`src/rtl/mux_2to1_arbiter_if.sv`:
```
// -----------------------------------------------------------------------------
// mux_2to1_arbiter_if
//   Bundles the two requester handshakes and the shared mux output of the
//   2:1 round-robin arbiter.
//
//   Handshake: a requester raises x_req_i and keeps it high for as long as it
//   wants the datapath. x_gnt_o high means that side owns the datapath this
//   cycle, and x_data_i is sampled on every rising edge at which it owns it.
//   Dropping x_req_i gives up ownership at the next edge. The sampled word
//   appears on y_o one cycle later, qualified by y_vld_o.
//
//   Signals
//     a_req_i / b_req_i    requester wants the datapath
//     a_data_i / b_data_i  requester data, DATA_W bits
//     a_gnt_o / b_gnt_o    requester owns the datapath this cycle
//     sel_o                mux select: 0 = A, 1 = B
//     y_o                  registered mux output, DATA_W bits
//     y_vld_o              y_o holds data sampled under a grant
//
//   Modports
//     master  requester side: drives req/data, observes grants and output
//     slave   arbiter side: observes req/data, drives grants and output
// -----------------------------------------------------------------------------
interface mux_2to1_arbiter_if #(
   parameter int DATA_W = 8
);
   logic              a_req_i;
   logic [DATA_W-1:0] a_data_i;
   logic              b_req_i;
   logic [DATA_W-1:0] b_data_i;
   logic              a_gnt_o;
   logic              b_gnt_o;
   logic              sel_o;
   logic [DATA_W-1:0] y_o;
   logic              y_vld_o;

   modport master (
      output a_req_i, a_data_i, b_req_i, b_data_i,
      input  a_gnt_o, b_gnt_o, sel_o, y_o, y_vld_o
   );

   modport slave (
      input  a_req_i, a_data_i, b_req_i, b_data_i,
      output a_gnt_o, b_gnt_o, sel_o, y_o, y_vld_o
   );
endinterface

```
`src/rtl/mux_2to1_arbiter.sv`:
```
// -----------------------------------------------------------------------------
// mux_2to1_arbiter
//   Round-robin arbiter for a 2:1 mux datapath shared by requesters A and B.
//   It is the only source of the mux select and registers the selected word.
//
//   Optional feature: define ARB_HOLD_LIMIT_EN to bound how long one side may
//   keep the grant while the other side is waiting (MAX_HOLD cycles). Without
//   it, the owner keeps the grant until it drops its request.
//
//   Ports
//     clk             rising-edge clock
//     reset_n         synchronous reset, active low
//     bus             mux_2to1_arbiter_if.slave (req/data in, gnt/sel/y out)
//     o_dbg_state     current FSM state (0 IDLE, 1 GNT_A, 2 GNT_B)
//     o_dbg_hold_cnt  consecutive-hold counter (always 0 without the limit)
// -----------------------------------------------------------------------------
module mux_2to1_arbiter #(
   parameter int  DATA_W   = 8,
   parameter int  MAX_HOLD = 4,
   localparam int HC_W     = (MAX_HOLD > 1) ? $clog2(MAX_HOLD) : 1
) (
   input  logic                clk,
   input  logic                reset_n,
   mux_2to1_arbiter_if.slave   bus,
   output logic [1:0]          o_dbg_state,
   output logic [HC_W-1:0]     o_dbg_hold_cnt
);

   typedef enum logic [1:0] {
      ST_IDLE  = 2'd0,
      ST_GNT_A = 2'd1,
      ST_GNT_B = 2'd2
   } state_t;

   state_t            r_state;
   state_t            w_next;
   logic              r_last;     // last owner: 0 = A, 1 = B
   logic              r_sel;
   logic [DATA_W-1:0] r_y;
   logic              r_y_vld;
   logic              w_hold_hit; // owner has used up its hold budget

`ifdef ARB_HOLD_LIMIT_EN
   localparam logic [HC_W-1:0] HOLD_LAST = HC_W'(MAX_HOLD - 1);

   logic [HC_W-1:0] r_hold_cnt;

   assign w_hold_hit = (r_hold_cnt == HOLD_LAST);

   // Counts the cycles the current owner has already held the grant;
   // restarts on every new grant and saturates at its last value.
   always_ff @(posedge clk) begin
      if (!reset_n) begin
         r_hold_cnt <= '0;
      end else if (w_next != ST_IDLE && w_next != r_state) begin
         r_hold_cnt <= '0;
      end else if (w_next != ST_IDLE && r_hold_cnt != HOLD_LAST) begin
         r_hold_cnt <= r_hold_cnt + 1'b1;
      end
   end

   assign o_dbg_hold_cnt = r_hold_cnt;
`else
   assign w_hold_hit     = 1'b0;
   assign o_dbg_hold_cnt = '0;
`endif

   // Next-state logic. A tie from IDLE goes to the side that did not own the
   // datapath last; an owner that drops its request hands straight over to a
   // waiting peer without passing through IDLE.
   always_comb begin
      w_next = r_state;
      case (r_state)
         ST_IDLE: begin
            if (bus.a_req_i && bus.b_req_i) w_next = r_last ? ST_GNT_A : ST_GNT_B;
            else if (bus.a_req_i)           w_next = ST_GNT_A;
            else if (bus.b_req_i)           w_next = ST_GNT_B;
            else                            w_next = ST_IDLE;
         end
         ST_GNT_A: begin
            if (bus.a_req_i) w_next = (bus.b_req_i && w_hold_hit) ? ST_GNT_B : ST_GNT_A;
            else if (bus.b_req_i) w_next = ST_GNT_B;
            else                  w_next = ST_IDLE;
         end
         ST_GNT_B: begin
            if (bus.b_req_i) w_next = (bus.a_req_i && w_hold_hit) ? ST_GNT_A : ST_GNT_B;
            else if (bus.a_req_i) w_next = ST_GNT_A;
            else                  w_next = ST_IDLE;
         end
         default: w_next = ST_IDLE;
      endcase
   end

   always_ff @(posedge clk) begin
      if (!reset_n) begin
         r_state <= ST_IDLE;
         r_last  <= 1'b1;   // B counts as last owner so A wins the first tie
         r_sel   <= 1'b0;
         r_y     <= '0;
         r_y_vld <= 1'b0;
      end else begin
         r_state <= w_next;
         // last and sel follow the owner; both hold while IDLE
         if (w_next == ST_GNT_A) begin
            r_last <= 1'b0;
            r_sel  <= 1'b0;
         end else if (w_next == ST_GNT_B) begin
            r_last <= 1'b1;
            r_sel  <= 1'b1;
         end
         // Datapath samples under the grant that is current at this edge
         case (r_state)
            ST_GNT_A: begin
               r_y     <= bus.a_data_i;
               r_y_vld <= 1'b1;
            end
            ST_GNT_B: begin
               r_y     <= bus.b_data_i;
               r_y_vld <= 1'b1;
            end
            default: r_y_vld <= 1'b0;
         endcase
      end
   end

   assign bus.a_gnt_o = (r_state == ST_GNT_A);
   assign bus.b_gnt_o = (r_state == ST_GNT_B);
   assign bus.sel_o   = r_sel;
   assign bus.y_o     = r_y;
   assign bus.y_vld_o = r_y_vld;
   assign o_dbg_state = r_state;

endmodule

```
`src/flat_wrapper.sv`:
```
// flat-port wrapper written by rule: the top's interface ports become plain ports
module mux_2to1_arbiter_flat 
#(
   parameter int  DATA_W   = 8,
   parameter int  MAX_HOLD = 4,
   localparam int HC_W     = (MAX_HOLD > 1) ? $clog2(MAX_HOLD) : 1
)
  (clk, reset_n, o_dbg_state, o_dbg_hold_cnt, bus_a_req_i, bus_a_data_i, bus_b_req_i, bus_b_data_i, bus_a_gnt_o, bus_b_gnt_o, bus_sel_o, bus_y_o, bus_y_vld_o);
  mux_2to1_arbiter_if #(.DATA_W(DATA_W)) bus_i ();
  input  logic clk;
  input  logic reset_n;
  output logic [1:0] o_dbg_state;
  output logic [HC_W-1:0] o_dbg_hold_cnt;
  input wire logic [$bits(bus_i.a_req_i)-1:0] bus_a_req_i;
  input wire logic [$bits(bus_i.a_data_i)-1:0] bus_a_data_i;
  input wire logic [$bits(bus_i.b_req_i)-1:0] bus_b_req_i;
  input wire logic [$bits(bus_i.b_data_i)-1:0] bus_b_data_i;
  output wire logic [$bits(bus_i.a_gnt_o)-1:0] bus_a_gnt_o;
  output wire logic [$bits(bus_i.b_gnt_o)-1:0] bus_b_gnt_o;
  output wire logic [$bits(bus_i.sel_o)-1:0] bus_sel_o;
  output wire logic [$bits(bus_i.y_o)-1:0] bus_y_o;
  output wire logic [$bits(bus_i.y_vld_o)-1:0] bus_y_vld_o;
  assign bus_i.a_req_i = bus_a_req_i;
  assign bus_i.a_data_i = bus_a_data_i;
  assign bus_i.b_req_i = bus_b_req_i;
  assign bus_i.b_data_i = bus_b_data_i;
  assign bus_a_gnt_o = bus_i.a_gnt_o;
  assign bus_b_gnt_o = bus_i.b_gnt_o;
  assign bus_sel_o = bus_i.sel_o;
  assign bus_y_o = bus_i.y_o;
  assign bus_y_vld_o = bus_i.y_vld_o;
  mux_2to1_arbiter #(.DATA_W(DATA_W), .MAX_HOLD(MAX_HOLD)) u_core (.clk(clk), .reset_n(reset_n), .bus(bus_i), .o_dbg_state(o_dbg_state), .o_dbg_hold_cnt(o_dbg_hold_cnt));
endmodule
```
`config.mk`:
```
export PLATFORM = sky130hd
export DESIGN_NAME = mux_2to1_arbiter_flat
export DESIGN_NICKNAME = d
export VERILOG_FILES = /design/src/rtl/mux_2to1_arbiter_if.sv /design/src/rtl/mux_2to1_arbiter.sv /design/src/flat_wrapper.sv
export SDC_FILE = /design/constraint.sdc
export NUM_CORES = 1
export LEC_CHECK = 0
export ABC_AREA = 0
export CAP_MARGIN = 10
export CORE_UTILIZATION = 41
export DETAILED_ROUTE_END_ITERATION = 8
export PLACE_DENSITY = 0.88
export SLEW_MARGIN = 0
export SYNTH_ARGS = -nofsm -noshare
export SYNTH_HDL_FRONTEND = slang
export SYNTH_SLANG_ARGS = --single-unit
export TNS_END_PERCENT = 20
```
`constraint.sdc`:
```
create_clock -name clk -period 4.59 [get_ports clk]
set_clock_uncertainty 0.05 [all_clocks]
set_input_delay 0.918 -clock clk [delete_from_list [all_inputs] [get_ports clk]]
set_output_delay 0.918 -clock clk [all_outputs]
set_load 0.05 [all_outputs]
```
==> results.cfg <==
[floorplanning]
die_y_um = 43.53
num_rows = 14
die_w_um = 43.53
ioPinCount = 36
core_area_um2 = 1559
start_util_pct = 45.35
fp.dieArea_um2 = 1894

[setup_path]
crit_fanout = 12
ff2ff_path_depth = 7
critPathArrivalTime_ns = 2.18
critPathLaunch = u_core.o_dbg_state[0]$_SDFF_PN0_
slowest_delay_ns = 0.92
slowest_stage = clkdlybuf4s50_1
cp_cell_sequence = inv_1 -> ha_1 -> clkdlybuf4s50_1
endpoint_kind = output port
rr_startpoint = u_core.o_dbg_state[0]$_SDFF_PN0_
required_ns = 3.62
critPathCapture = bus_b_gnt_o
critical_path_class = reg2out
r2r_setup_slack_ns = 2.44
startpoint_type = register
rr_endpoint = u_core.r_last$_SDFFE_PN1P_

[logic_synthesis]
yosysTopAreaCell = dfxtp_1
syn_inst = 73
synth_fa_ha_area_share_pct = 10.62
synth-warning-count = 0
synth_edf_count = 0
ys_types = 25
synth_top_family_by_area = compound AO/OA/AOI/OAI gates
postSynthAreaPerCell_um2 = 9.684
synthXorXnorAreaFrac_pct = 0
synth_seq_cells = 13
yosysSeqAreaShare_pct = 36.81
syn_area_um2 = 706.9
synth_area_leaders = dfxtp_1 37%, mux2i_1 11%, ha_1 11%, o21ai_0 6.4%, a21oi_1 5.7%
synth.top_cell.area_share_pct = 36.81
synth-simple-area-share_pct = 14.87
synth_ff_type = dfxtp_1
async_reset_ff_share_pct = 0
synthMuxAreaShare_pct = 11.33
synth_compound_area_share_pct = 19.29

[pwr]
leakage_nw = 0.4195
powerDensity_nw_per_um2 = 340.5
ir_drop_uv = 236.2
finalPower_mw = 0.3570

[grt]
grt_pass1_vias = 575
grt_max_degree = 18
grt_pass1_wl_um = 2428
antenna_found_initial = 0
grt_overflow = 0
grt_usage_pct = 17.27

[cts]
ctsHoldBuffers = 0
ctsResizeCount = 0
cts-buffers-inserted = 3
clockBufferDepth = 2
clkTransAtPathRegs_ns = 0.08
cts_setup_buffers = 0
root_buffer = clkbuf_4
tritoncts = built
clk_latency_ns = 0.28
clock-sinks = 13
cts_max_level = 1

[sta]
rsz0062_at_grt = no
min_period_ns = 3.152
setup_viol = 0
tns_ns = 0
slew_viol_final = 0
fin_crit_sh_pct = 68.67
hold_violations = 0
max_freq_ghz = 0.3173
whs_ns = 0.4455
slew_headroom_pct = 58.19
worst_pin_slew_ns = 0.6272
setup_ws_ns = 1.438

[worst_hold_path]
hold_path.class = reg2reg

[final_layout]
area_growth_pct = 48.32
nets = 133
num_antenna_cells = 0
final_common_cell = clkdlybuf4s50_1
final_cell_mix = 33 x clkdlybuf4s50_1, 13 x dfxtp_1, 9 x o21ai_0
drive_gt1_share_pct = 5.660

[placed_design]
dp_hpwl_um = 1173
dp_slack_ns = 1.737
place_congestion = 0.7702
io_buffers = 33

[route]
wl_um = 1490
drt_iter0_drc = 9
drt.antenna.violating_nets = 0
avgRoutedWirePerCell_um = 12.21
drc = 4
vias_per_cell = 5.164
dr.pass1.iters = 6
vias = 630

[flow_run]
drv_cap = 0

[run_status]
status = complete, but fails checks
violations = DRC
==> sequential cells by signal, indices dropped and copies added, names as in the netlist <==
signal,count
u_core.bus.sel_o,1
u_core.r_last,1
u_core.o_dbg_state,2
u_core.bus.y_o,8
u_core.bus.y_vld_o,1
==> report_power, final <==
group	total, mW	switching [mW]	internal (mW)
Sequential	0.134	0.00741	0.127
Combinational	0.151	0.0902	0.0603
Clock	0.0723	0.0386	0.0337
==> how the worst min path moves through the flow <==
stage                     cells past startpoint                                to                           from
after global routing                          2     u_core.bus.sel_o$_SDFFE_PP0N_  u_core.bus.sel_o$_SDFFE_PP0N_
after CTS                                     2     u_core.bus.sel_o$_SDFFE_PP0N_  u_core.bus.sel_o$_SDFFE_PP0N_
after detailed placement                      2     u_core.bus.sel_o$_SDFFE_PP0N_  u_core.bus.sel_o$_SDFFE_PP0N_
final                                         2     u_core.bus.sel_o$_SDFFE_PP0N_  u_core.bus.sel_o$_SDFFE_PP0N_
after global placement                        2     u_core.bus.sel_o$_SDFFE_PP0N_  u_core.bus.sel_o$_SDFFE_PP0N_
after floorplan                               2  u_core.o_dbg_state[0]$_SDFF_PN0_     u_core.r_last$_SDFFE_PN1P_
==> metal layers <==
layer	routed length [um]	share of wire (%)	vias to the layer above	GRT usage, %
li1	-	-	321	-
met1	622	42	279	20.67
met2	741	50	28	30.00
met3	106	7.1	2	4.583
met4	19	1.3	0	5.625
met5	0	0	-	0
==> cell families after synthesis <==
group	Yosys count
multiplexers	8
AO/OA/AOI/OAI	23
adder cells (fa/ha/maj)	6
buffers and inverters	7
flip-flops	13
other	1
AND/OR/NAND/NOR	15
==> cell type report <==
cell class,instances,area [um2]
tap,16,20.02
timing repair buffer,33,330.3
inverter,2,7.507
sequential,13,260.3
clock buffer,4,26.28
multi-input combinational,54,404.1
fill,136,510.5
==> critical path: cells and delay by family (launching register included) <==
family | cells | cell delay (ns)
buffers and inverters | 2 | 1.01
adder cells (fa/ha/maj) | 1 | 0.56
flip-flops | 1 | 0.34
==> synthesized netlist by cell type (2+ instances only) <==
cell type,number
dfxtp_1,13
o211a_1,2
mux2i_1,8
a211oi_1,2
nand2b_1,2
inv_1,2
nor2b_1,4
buf_4,3
a21oi_1,8
ha_1,6
o21ai_0,9
==> per-stage QoR <==
step / cell area (um2) / instances / util, %
2_1_floorplan: 710.7 / 74 / -
3_3_place_gp: 1022 / 118 / 65.57
3_5_place_dp: 1022 / 118 / 65.57
4_1_cts: 1049 / 122 / 67.26
5_1_grt: 1049 / 122 / 67.26
6_report: 1049 / 122 / 67.26
(Power assumes the default switching activity.)
